===== src/rtl/mem_line_adapter_if.sv =====
// mem_line_adapter_if: cache line port (cyc/stb/we/ack) plus narrow physical-memory word port (req/ready).
// slave is the adapter's view; master is the cache controller / memory side.
interface mem_line_adapter_if #(
    parameter int LINE_W = 128,
    parameter int WORD_W = 16,
    parameter int ADDR_W = 16
);
    logic              cache_cyc;
    logic              cache_stb;
    logic              cache_we;
    logic [ADDR_W-1:0] cache_addr;
    logic [LINE_W-1:0] cache_wdata;
    logic [LINE_W-1:0] cache_rdata;
    logic              cache_ack;
    logic              cache_err;
    logic              pmem_req;
    logic              pmem_we;
    logic [ADDR_W-1:0] pmem_addr;
    logic [WORD_W-1:0] pmem_wdata;
    logic [WORD_W-1:0] pmem_rdata;
    logic              pmem_ready;

    modport slave (
        input  cache_cyc, cache_stb, cache_we, cache_addr, cache_wdata, pmem_rdata, pmem_ready,
        output cache_rdata, cache_ack, cache_err, pmem_req, pmem_we, pmem_addr, pmem_wdata
    );

    modport master (
        output cache_cyc, cache_stb, cache_we, cache_addr, cache_wdata, pmem_rdata, pmem_ready,
        input  cache_rdata, cache_ack, cache_err, pmem_req, pmem_we, pmem_addr, pmem_wdata
    );
endinterface


===== src/rtl/mem_line_adapter.sv =====
// mem_line_adapter: serialises whole-line cache fills/write-backs into word bursts on the pmem port.
// Optional per-beat ready timeout enabled by defining MEM_TIMEOUT_EN.
module mem_line_adapter #(
    parameter int LINE_W         = 128,
    parameter int WORD_W         = 16,
    parameter int ADDR_W         = 16,
    parameter int TIMEOUT_CYCLES = 255
) (
    input logic               clk,
    input logic               rst_n,
    mem_line_adapter_if.slave bus
);
    localparam int BEATS      = LINE_W / WORD_W;
    localparam int WORD_BYTES = WORD_W / 8;
    localparam int LINE_BYTES = LINE_W / 8;
    localparam int BW         = BEATS > 1 ? $clog2(BEATS) : 1;

    if (LINE_W % WORD_W != 0 || WORD_W % 8 != 0 || TIMEOUT_CYCLES < 1) begin : g_cfg_check
        $error("mem_line_adapter: unsupported parameter set");
    end

    typedef enum logic [1:0] {IDLE, BURST, DONE} state_t;

    state_t            state_q, state_d;
    logic [BW-1:0]     beat_q, beat_d;
    logic [ADDR_W-1:0] base_q, base_d;
    logic [LINE_W-1:0] line_q, line_d;
    logic              we_q, we_d;
    logic              abort_q, abort_d;
    logic              req_q, req_d;
    logic              ack_q, ack_d;
    logic              err_q, err_d;
    logic              last_beat;
    logic              timeout;

    assign last_beat = beat_q == BW'(BEATS - 1);

`ifdef MEM_TIMEOUT_EN
    localparam int CW = $clog2(TIMEOUT_CYCLES + 1);
    logic [CW-1:0] cnt_q, cnt_d;
    // Counter restarts whenever a new beat is issued (entry into BURST or after each ready).
    always_comb begin
        cnt_d   = (state_q == BURST && !bus.pmem_ready) ? cnt_q + 1'b1 : '0;
        timeout = state_q == BURST && !bus.pmem_ready && cnt_q == CW'(TIMEOUT_CYCLES - 1);
    end
    always_ff @(posedge clk or negedge rst_n) begin
        if (!rst_n) cnt_q <= '0;
        else        cnt_q <= cnt_d;
    end
`else
    assign timeout = 1'b0;
`endif

    always_comb begin
        state_d = state_q;
        beat_d  = beat_q;
        base_d  = base_q;
        line_d  = line_q;
        we_d    = we_q;
        abort_d = abort_q;
        req_d   = req_q;
        ack_d   = 1'b0;
        err_d   = 1'b0;
        case (state_q)
            IDLE: if (bus.cache_cyc && bus.cache_stb) begin
                state_d = BURST;
                beat_d  = '0;
                base_d  = bus.cache_addr & ~ADDR_W'(LINE_BYTES - 1);
                we_d    = bus.cache_we;
                line_d  = bus.cache_we ? bus.cache_wdata : line_q;
                abort_d = 1'b0;
                req_d   = 1'b1;
            end
            BURST: begin
                // A dropped cyc is remembered so the in-flight beat still completes before leaving.
                abort_d = abort_q || !bus.cache_cyc;
                if (bus.pmem_ready) begin
                    if (!we_q) line_d[beat_q*WORD_W +: WORD_W] = bus.pmem_rdata;
                    beat_d  = beat_q + 1'b1;
                    state_d = abort_d ? IDLE : last_beat ? DONE : BURST;
                    req_d   = !(abort_d || last_beat);
                    ack_d   = !abort_d && last_beat;
                end else if (timeout) begin
                    state_d = abort_d ? IDLE : DONE;
                    req_d   = 1'b0;
                    ack_d   = !abort_d;
                    err_d   = !abort_d;
                end
            end
            DONE:    state_d = IDLE;
            default: state_d = IDLE;
        endcase
    end

    always_ff @(posedge clk or negedge rst_n) begin
        if (!rst_n) begin
            state_q <= IDLE;
            beat_q  <= '0;
            base_q  <= '0;
            line_q  <= '0;
            we_q    <= 1'b0;
            abort_q <= 1'b0;
            req_q   <= 1'b0;
            ack_q   <= 1'b0;
            err_q   <= 1'b0;
        end else begin
            state_q <= state_d;
            beat_q  <= beat_d;
            base_q  <= base_d;
            line_q  <= line_d;
            we_q    <= we_d;
            abort_q <= abort_d;
            req_q   <= req_d;
            ack_q   <= ack_d;
            err_q   <= err_d;
        end
    end

    assign bus.cache_rdata = line_q;
    assign bus.cache_ack   = ack_q;
    assign bus.cache_err   = err_q;
    assign bus.pmem_req    = req_q;
    assign bus.pmem_we     = req_q & we_q;
    assign bus.pmem_addr   = base_q + ADDR_W'(beat_q) * ADDR_W'(WORD_BYTES);
    assign bus.pmem_wdata  = line_q[beat_q*WORD_W +: WORD_W];
endmodule


===== src/flat_wrapper.sv =====
// flat-port wrapper written by rule: the top's interface ports become plain ports
module mem_line_adapter_flat 
#(
    parameter int LINE_W         = 128,
    parameter int WORD_W         = 16,
    parameter int ADDR_W         = 16,
    parameter int TIMEOUT_CYCLES = 255
)
  (clk, rst_n, bus_cache_cyc, bus_cache_stb, bus_cache_we, bus_cache_addr, bus_cache_wdata, bus_pmem_rdata, bus_pmem_ready, bus_cache_rdata, bus_cache_ack, bus_cache_err, bus_pmem_req, bus_pmem_we, bus_pmem_addr, bus_pmem_wdata);
  mem_line_adapter_if #(.LINE_W(LINE_W), .WORD_W(WORD_W), .ADDR_W(ADDR_W)) bus_i ();
  input logic clk;
  input logic rst_n;
  input wire logic [$bits(bus_i.cache_cyc)-1:0] bus_cache_cyc;
  input wire logic [$bits(bus_i.cache_stb)-1:0] bus_cache_stb;
  input wire logic [$bits(bus_i.cache_we)-1:0] bus_cache_we;
  input wire logic [$bits(bus_i.cache_addr)-1:0] bus_cache_addr;
  input wire logic [$bits(bus_i.cache_wdata)-1:0] bus_cache_wdata;
  input wire logic [$bits(bus_i.pmem_rdata)-1:0] bus_pmem_rdata;
  input wire logic [$bits(bus_i.pmem_ready)-1:0] bus_pmem_ready;
  output wire logic [$bits(bus_i.cache_rdata)-1:0] bus_cache_rdata;
  output wire logic [$bits(bus_i.cache_ack)-1:0] bus_cache_ack;
  output wire logic [$bits(bus_i.cache_err)-1:0] bus_cache_err;
  output wire logic [$bits(bus_i.pmem_req)-1:0] bus_pmem_req;
  output wire logic [$bits(bus_i.pmem_we)-1:0] bus_pmem_we;
  output wire logic [$bits(bus_i.pmem_addr)-1:0] bus_pmem_addr;
  output wire logic [$bits(bus_i.pmem_wdata)-1:0] bus_pmem_wdata;
  assign bus_i.cache_cyc = bus_cache_cyc;
  assign bus_i.cache_stb = bus_cache_stb;
  assign bus_i.cache_we = bus_cache_we;
  assign bus_i.cache_addr = bus_cache_addr;
  assign bus_i.cache_wdata = bus_cache_wdata;
  assign bus_i.pmem_rdata = bus_pmem_rdata;
  assign bus_i.pmem_ready = bus_pmem_ready;
  assign bus_cache_rdata = bus_i.cache_rdata;
  assign bus_cache_ack = bus_i.cache_ack;
  assign bus_cache_err = bus_i.cache_err;
  assign bus_pmem_req = bus_i.pmem_req;
  assign bus_pmem_we = bus_i.pmem_we;
  assign bus_pmem_addr = bus_i.pmem_addr;
  assign bus_pmem_wdata = bus_i.pmem_wdata;
  mem_line_adapter #(.LINE_W(LINE_W), .WORD_W(WORD_W), .ADDR_W(ADDR_W), .TIMEOUT_CYCLES(TIMEOUT_CYCLES)) u_core (.clk(clk), .rst_n(rst_n), .bus(bus_i));
endmodule

===== config.mk =====
export PLATFORM = sky130hd
export DESIGN_NAME = mem_line_adapter_flat
export DESIGN_NICKNAME = d
export VERILOG_FILES = /design/src/rtl/mem_line_adapter_if.sv /design/src/rtl/mem_line_adapter.sv /design/src/flat_wrapper.sv
export SDC_FILE = /design/constraint.sdc
export NUM_CORES = 1
export LEC_CHECK = 0
export ABC_AREA = 1
export BUFFER_PORTS_ARGS = -buffer_cell sky130_fd_sc_hd__buf_2
export CAP_MARGIN = 20
export CORE_ASPECT_RATIO = 1.75
export CORE_MARGIN = 5
export CORE_UTILIZATION = 35
export DETAILED_ROUTE_END_ITERATION = 8
export PLACE_DENSITY = 0.59
export SLEW_MARGIN = 20
export SYNTH_ARGS = -nofsm -noshare
export SYNTH_HDL_FRONTEND = slang
export SYNTH_SLANG_ARGS = --single-unit

===== constraint.sdc =====
create_clock -name clk -period 3.1 [get_ports clk]
set_input_delay 0.31 -clock clk [delete_from_list [all_inputs] [get_ports clk]]
set_output_delay 0.31 -clock clk [all_outputs]
set_load 0.03 [all_outputs]

==> results.md, run 1 <==
- The flow ran to the end, and the final reports show no timing, DRC or antenna violations.
- The clock-pin slew reported for the worst setup and hold paths after clock tree synthesis is 0.06 ns.
- The weighted congestion reported at the end of routability-driven placement is 0.989.
- The sum of routed wire length over all layers is 44.3 mm.
- The final standard cell utilization of the core is 44.3%.
- Once detail routing completed, the nets flagged for antenna violations numbered 0.
- Gates resized during post-CTS repair numbered 0.
- The number of antenna violations at the first check in global routing was 0.
- The repair_antennas step left the layout with diodes totalling 0.
- Dividing the final minimum period by the clock period gives 86.3%.
- Derived from the worst setup path, the maximum achievable clock frequency is 0.374 GHz.
- The final setup violation count is 0.
- Of all nets on the critical path, the largest fanout is 84.
- For this block, the initial DRC count from the detailed router was 1056.
- Before antenna repair, the detailed router went through 5 iterations.
- No sink is reached through more buffers than the 2 on the longest clock path.
- The clock period minus worst slack is 2.68 ns.
- Multiplexer cells account for 1.43% of the synthesized area.
- Of the total synthesized cell area, the portion taken by full adders, half adders and majority gates is 0.926%.
- Setup repair after global routing left no endpoint under its margin.
- 330 I/O pins were placed.
- The compound-gate portion of the synthesized area is 7.05%.
- The total count of hold-check failures in the final report is 0.
- The number of clock sinks seen by CTS is 149.
- The number of pins with negative max-slew slack in the final report was 0.
- The tree is rooted in a sky130_fd_sc_hd__clkbuf_16.
- The commonest non-fill, non-tap cell in the layout is sky130_fd_sc_hd__nand2_1.
- The netlist area before placement is 9460 um^2.
- The maximum vdd ir drop is 0.692 mV.
- The pin count of the biggest net entering global routing is 110.
- The design draws 14.0 mW.
- The fraction of final layout cells sized beyond drive strength 1 is 23.5%.
- From synthesis to final layout, the design area changed by 25.1%.
- After synthesis, flip-flops and latches occupy 39.4% of the total area.
- The starting utilization of the core area is 35.4%.
- The type of the setup path with the least slack is reg2out.
- The endpoint kind of the worst setup timing path is an output pin.
- The port buffer count is 323.
- TritonCTS built the clock tree.
- The floorplan has 79 rows.
- The transition time at the pin with the least slew margin is 0.829 ns.
- The number of warning messages in the yosys log is 0.
- The number of distinct library cells after synthesis is 27.
- The half-perimeter wire length after placement is 34.8 mm.
- Dividing the synthesized area by the synthesized cell count gives 6.47 um^2.
- In this run, synthesis produced a sequential element count of 149.
- The maximum level of the CTS H-tree is 4.
- The number of global-route vias before repair was 10600.
- The number of buffers created by CTS is 17.
- The via total after detailed routing is 10700.
- For the worst setup path, the data required time is 2.79 ns.
- The path category of the worst min-delay check is in2reg.
- The clock arrives with 0.00714 ns of skew.
- Across the run, the number of max-cap violations was 0.
- The region available for standard cell placement spans 26700 um^2.
- The kind of start point of the critical path is a flop.
- The post-detailed-route wirelength per cell is 21.5 um.
- The total grt overflow is 0.
- The die is 227 um tall.
- The die area is 30500 um^2.
- The later pin in the worst-skew pair is clocked with a latency of 0.45 ns.
- Summed over all cells, the static leakage comes to 6.93 nW.
- The final hold slack is 0.0851 ns.
- The simple logic cell fraction of the synthesized area is 44.4%.
- The first-pass GRT wire length is 64.0 mm.
- The width of the chip is 134 um.
- The post-route setup TNS is 0 ns.
- The worst endpoint data arrival time is 2.37 ns.
- After detailed routing, the number of remaining DRC violations is 0.
- The overall global routing resource usage is 28.5%.
- Summing the areas of all xor and xnor instances in the mapped netlist gives 0% of the synthesized area.
- The top cell types in the final layout, fill and taps aside, are sky130_fd_sc_hd__nand2_1, sky130_fd_sc_hd__buf_2, sky130_fd_sc_hd__dfrtp_1, sky130_fd_sc_hd__nor2_1, sky130_fd_sc_hd__nand3_1.
- The dominant combinational cell family by area after synthesis is simple AND/OR/NAND/NOR gates.
- In this run the power density over the cells is 1190 nW/um^2.
- The number of nets in the finished design is 1905.
- The via density per instance is 5.19.
- Measured against its own limit, the worst slew margin works out to 44.5%.
- The cell count after synthesis is 1461.
report_power, final:
| part | leakage, nW | internal [mW] | switching (mW) |
|---|---|---|---|
| registers | 1.93 | 2.68 | 0.704 |
| logic | 4.70 | 2.11 | 6.26 |
| clock network | 0.305 | 1.43 | 0.842 |
| total | 6.93 | 6.22 | 7.81 |
final cells by class:
| class | count | area [um^2] |
|---|---|---|
| Clock buffer | 19 | 443 |
| Fill cell | 2952 | 14900 |
| Multi-Input combinational cell | 1180 | 5100 |
| Inverter | 45 | 169 |
| Sequential cell | 149 | 3730 |
| Timing Repair Buffer | 339 | 1800 |
| Clock inverter | 10 | 181 |
| Tap cell | 324 | 405 |
flip-flops by register name (all words and copies together), names as in the netlist:
| signal | count |
|---|---|
| u_core.state_q | 2 |
| u_core.bus.cache_rdata | 128 |
| u_core.we_q | 1 |
| u_core.abort_q | 1 |
| u_core.base_q | 12 |
| u_core.bus.pmem_req | 1 |
| u_core.beat_q | 3 |
| u_core.bus.cache_ack | 1 |
path summary, 6_finish.rpt:
kind	endpoint	from	cells past startpoint	slack, ns
worst max-delay path	bus_pmem_wdata[11]	u_core.beat_q[0]	6	0.42
worst min-delay path	u_core.base_q[4]	bus_cache_addr[4]	2	0.09
worst max register to register	u_core.bus.cache_rdata[103]	u_core.beat_q[0]	10	0.65
worst min register to register	u_core.bus.cache_rdata[40]	u_core.bus.cache_rdata[40]	2	0.49
max in group asynchronous	u_core.bus.cache_rdata[100]	rst_n	3	1.78
min in group asynchronous	u_core.bus.cache_rdata[60]	rst_n	2	0.49
worst max-delay path: stages, from the launching register on:
cell                      delay (ns)
sky130_fd_sc_hd__dfrtp_2        0.43
sky130_fd_sc_hd__buf_12         0.21
sky130_fd_sc_hd__o21ai_0        0.56
sky130_fd_sc_hd__o22ai_1        0.18
sky130_fd_sc_hd__nand2_1        0.19
sky130_fd_sc_hd__nand2_1        0.10
sky130_fd_sc_hd__buf_2          0.19
cell families (layout without fill, tap and decap cells):
family,Yosys count,count (layout)
mux,12,12
simple gates,1042,1042
flops,149,149
other cells,1,2
fa+ha+maj,7,7
compound gates,117,117
buf+inv,133,413
synthesized netlist by cell type, drive strengths merged:
master / number / area [um^2]
a21oi: 4 / 27.5
buf: 59 / 357
clkbuf: 29 / 109
clkinv: 1 / 3.75
conb: 1 / 3.75
dfrtp: 149 / 3730
ha: 7 / 87.6
inv: 44 / 165
mux2: 12 / 135
nand2: 753 / 2900
nand3: 137 / 691
nor2: 151 / 607
nor3: 1 / 5.00
o21ai: 81 / 439
o22ai: 32 / 200
per-layer routing:
layer | routed length [um] | vias up | global-route usage [%] | part of all wire, %
met3 | 2980 | 107 | 5.04 | 6.7
met5 | 0 | - | 0 | 0
met1 | 16100 | 4925 | 32.1 | 36
met2 | 22200 | 533 | 49.6 | 50
li1 | - | 5148 | - | -
met4 | 3000 | 0 | 18.4 | 6.8
through the flow:
stage / worst slack (ns) / area (um^2) / std cells
finish: 0.423 / 11800 / 2066
global placement: 0.713 / 11200 / 2036
floorplan: 0.348 / 9460 / 1462
detailed placement: 0.680 / 11200 / 2036
CTS: 0.477 / 11800 / 2066
global route: 0.393 / 11800 / 2066
what timing repair did:
action / CTS / global route
hold buffers: 1 / 0
hold endpoints to repair: 78 / 0
buffers inserted: 0 / 0
Note: power is estimated with default switching activity, not from simulation.
==> run 2: changes to the inputs <==
--- a/config.mk
+++ b/config.mk
@@ -5,14 +5,13 @@
 export SDC_FILE = /design/constraint.sdc
 export NUM_CORES = 1
 export LEC_CHECK = 0
-export ABC_AREA = 1
 export BUFFER_PORTS_ARGS = -buffer_cell sky130_fd_sc_hd__buf_2
 export CAP_MARGIN = 20
-export CORE_ASPECT_RATIO = 1.75
+export CORE_ASPECT_RATIO = 0.75
 export CORE_MARGIN = 5
 export CORE_UTILIZATION = 35
 export DETAILED_ROUTE_END_ITERATION = 8
-export PLACE_DENSITY = 0.59
+export PLACE_DENSITY = 0.61
 export SLEW_MARGIN = 20
 export SYNTH_ARGS = -nofsm -noshare
 export SYNTH_HDL_FRONTEND = slang
==> results.md, run 2 <==
- The run finished with clean final reports.
- At the worst endpoint, the arrival time is 2.51 ns.
- The netlist area before placement is 8250 um^2.
- The placeable core region is 23100 um^2.
- Leaving out fill and tap cells, the most frequent cells in the layout are sky130_fd_sc_hd__buf_2, sky130_fd_sc_hd__dfrtp_1, sky130_fd_sc_hd__mux2_2, sky130_fd_sc_hd__a22o_1, sky130_fd_sc_hd__nand2_1.
- The cell count after synthesis is 679.
- The clock period minus worst slack is 2.82 ns.
- The power share of the combinational group is 56.1%.
- The destination of the worst hold path is u_core.base_q[10].
- The endpoint kind of the worst setup timing path is an output pin.
- The antenna diode count is 0.
- Static timing analysis puts the maximum clock frequency at 0.354 GHz.
- After layout, the design draws a total of 12.6 mW.
- Dividing the detail-routed wire length by the instance count gives 24.5 um.
- The half-perimeter wire length after placement is 22.9 mm.
- The worst register-to-register path begins at u_core.beat_q[2].
- The maximum vdd ir drop is 0.712 mV.
- The predominant post-synthesis flop cell is sky130_fd_sc_hd__dfrtp_1.
- Entering global routing, the biggest net connects 70 pins.
- Max-cap violations in this run came to 0.
- Buffers added to address setup during post-CTS repair amount to 0.
- The cell count of the worst hold path is 2.
- The maximum level of the CTS H-tree is 4.
- The clock network fraction of total power is 16.2%.
- The pre-antenna-repair detailed-routing pass consisted of 5 iterations.
- The die is 187 um wide.
- The transition time at the pin with the least slew margin is 0.923 ns.
- The leakage power total is 5.28 nW.
- The type of the setup path with the least slack is reg2out.
- After floorplanning, the core was divided into 48 placement rows.
- The number of cells traversed by the worst register-to-register path is 6.
- The worst setup path is launched from a flop.
- In this run the register-to-register setup slack is 0.31 ns.
- Yosys mapped a number of flops with a built-in enable equal to 0.
- The number of global-route vias before repair is 7298.
- The weighted congestion reported at the end of routability-driven placement is 0.870.
- Sequential elements use 45.2% of the synthesized area.
- Pin placement for this block handled 330 I/O pins.
- The most common cell in the synthesized netlist is sky130_fd_sc_hd__dfrtp_1.
- The final worst-path cycle share is 91.1%.
- The synthesized area divided by synthesized cell count is 12.2 um^2.
- The post-route setup TNS is 0 ns.
- The final standard cell utilization of the core is 46.8%.
- The total grt overflow is 0.
- The total count of hold-check failures in the final report is 0.
- TritonCTS built the clock tree.
- The via total after detailed routing is 7215.
- The buffer levels on the longest clock path is 2.
- The cell area reported after detailed placement is 10200 um^2.
- The synthesized design spends more area on one cell type than any other, namely sky130_fd_sc_hd__dfrtp_1.
- Dividing the detail-routed via count by the number of cells gives 5.57.
- Final hold analysis gives a worst-case slack of 0.115 ns.
- The height of the die is 143 um.
- In this run the tightest slew margin relative to its limit is 37.7%.
- The clock tree root driver cell is sky130_fd_sc_hd__clkbuf_16.
- The clock latency on the worst-skew pair is 0.42 ns.
- The startpoint of the worst hold path is bus_cache_addr[10].
- Of all nets on the critical path, the largest fanout is 30.
- The number of DRC violations after detailed-routing iteration 0 is 507.
- After the last flow step, the layout net total stands at 1156.
- Setup violations remaining at the end of the flow were counted as 0.
- Setup repair after global routing left no endpoint under its margin.
- STA puts the critical path data required time at 2.79 ns.
- The number of antenna violations at the first check in global routing is 3.
- After synthesis, the cell types taking the most area are sky130_fd_sc_hd__dfrtp_1, sky130_fd_sc_hd__mux2_2, sky130_fd_sc_hd__a22o_1.
- The path category of the worst min-delay check is in2reg.
- Registers are responsible for 27.7% of the overall power.
- The clock drives 149 sinks.
- In this run, distinct cell masters in the synthesized netlist total 43.
- In this run, CTS created clock tree buffers numbering 17.
- In this run the power spent charging and discharging nets is 6.01 mW.
- The final worst clock skew is 0.0127 ns.
- During synthesis, Yosys emitted a total of 0 warnings.
- For this run, the total global-route usage over all layers was measured as 23.5%.
- The clock-pin slew reported for the worst setup and hold paths after clock tree synthesis is 0.07 ns.
- Cells with a size suffix above 1 make up 57.8% of the layout.
- The total internal power is 6.60 mW.
- The commonest non-fill, non-tap cell in the layout is sky130_fd_sc_hd__buf_2.
- For this design the ratio of total power to cell area is 1170 nW/um^2.
- The area growth from synthesis to layout is 31.2%.
- The area share of the largest cell type after synthesis is 45.2%.
- The remaining antenna violation count after routing is 0.
- The destination of the worst register-to-register timing path is u_core.bus.cache_rdata[64].
- By count the netlist is led by sky130_fd_sc_hd__dfrtp_1, sky130_fd_sc_hd__mux2_2, sky130_fd_sc_hd__a22o_1.
- Of all flip-flops after synthesis, the portion carrying an async set or reset was 100%.
- The first global-routing pass estimated 47.5 mm of wire.
- After routing the design area is 10800 um^2.
- Counting flops and latches in the post-synthesis netlist gives 149.
- The die area is 26800 um^2.
- The number of flip-flops in the largest register is 128.
- In the routed design, unresolved DRC markers number 0.
- The number of pins with negative max-slew slack in the final report is 0.
- The starting utilization of the core area is 35.7%.
- The sum of routed wire length over all layers is 31.8 mm.
- The switching fraction of total power is 47.7%.
- The port buffer count is 323.
[run 2: cell count changes in the layout (fill, tap and decap cells not counted), moves of 9 or more]
cell                      previous run  this run
sky130_fd_sc_hd__a22o_1              0       108
sky130_fd_sc_hd__buf_4              11        26
sky130_fd_sc_hd__inv_1              39         3
sky130_fd_sc_hd__mux2_2             12       141
sky130_fd_sc_hd__mux4_2              0        32
sky130_fd_sc_hd__nand2_1           740        92
sky130_fd_sc_hd__nand2_4             9         0
sky130_fd_sc_hd__nand3_1           136         1
sky130_fd_sc_hd__nor2_1            145         4
sky130_fd_sc_hd__o21ai_0            78        21
sky130_fd_sc_hd__o22ai_1            32         0
[run 2: timing repair]
| action | 4_1_cts | 5_1_grt |
|---|---|---|
| endpoints found under the setup margin | 0 | 10 |
| hold buffers | 1 | 0 |
| hold endpoints to repair | 67 | 0 |
| gates resized for setup | 0 | 1 |
[run 2: routing by layer]
layer  vias up  GRT usage (%)  routed length (um)
li1       3162              -                   -
met1      3675           33.8               14300
met2       345           36.0               14300
met3        27           6.30                2740
met4         6           4.47                 368
met5         -              0                  47
[run 2: metrics by stage]
step                      setup slack (ns)  cells
after global routing                 0.103   1296
after CTS                           0.0720   1296
after floorplan                     0.0485    680
after global placement               0.369   1263
after detailed placement             0.298   1263
final                                0.276   1296
[run 2: final cells by class]
| type | instances | area, um^2 |
|---|---|---|
| Clock inverter | 12 | 118 |
| Sequential cell | 149 | 3730 |
| Timing Repair Buffer | 353 | 1880 |
| Inverter | 4 | 15.0 |
| Tap cell | 300 | 375 |
| Clock buffer | 20 | 457 |
| Fill cell | 2247 | 12300 |
| Multi-Input combinational cell | 458 | 4250 |
[run 2: logic make-up (layout without fill, tap and decap cells)]
| group | Yosys count | in the layout | share of synthesized area [%] |
|---|---|---|---|
| and+or+nand+nor | 128 | 128 | 7.05 |
| adders and majority gates | 7 | 7 | 1.06 |
| DFF | 149 | 149 | 45.2 |
| muxes | 174 | 174 | 28.2 |
| other | 1 | 2 | 0.0454 |
| AOI/OAI and AO/OA | 147 | 147 | 14.5 |
| buffers and inverters | 73 | 389 | 4.02 |
[run 2: worst max-delay path, cell delays in order (launching register included)]
cell	delay [ns]
sky130_fd_sc_hd__dfrtp_2	0.37
sky130_fd_sc_hd__buf_6	0.34
sky130_fd_sc_hd__buf_4	0.42
sky130_fd_sc_hd__mux4_2	0.60
sky130_fd_sc_hd__nand2_1	0.11
sky130_fd_sc_hd__nand2_1	0.06
sky130_fd_sc_hd__buf_2	0.18
[run 2: power by group through the flow]
stage	registers, mW	clock network (mW)	logic (mW)
after floorplan	5.09	0	3.12
after global placement	3.50	0	7.05
after detailed placement	3.52	0	7.09
after CTS	3.49	2.10	7.11
after global routing	3.61	2.19	7.48
final	3.50	2.05	7.07
[run 2: worst max-delay path by stage]
stage | from | to | slack, ns | cells after the start
after floorplan | u_core.beat_q[0] | u_core.bus.cache_rdata[68] | 0.05 | 11
after global placement | u_core.beat_q[2] | u_core.bus.cache_rdata[68] | 0.37 | 6
after detailed placement | u_core.beat_q[2] | u_core.bus.cache_rdata[68] | 0.30 | 6
after CTS | u_core.beat_q[0] | bus_pmem_wdata[5] | 0.07 | 6
after global routing | u_core.beat_q[0] | bus_pmem_wdata[5] | 0.10 | 6
final | u_core.beat_q[0] | bus_pmem_wdata[5] | 0.28 | 6
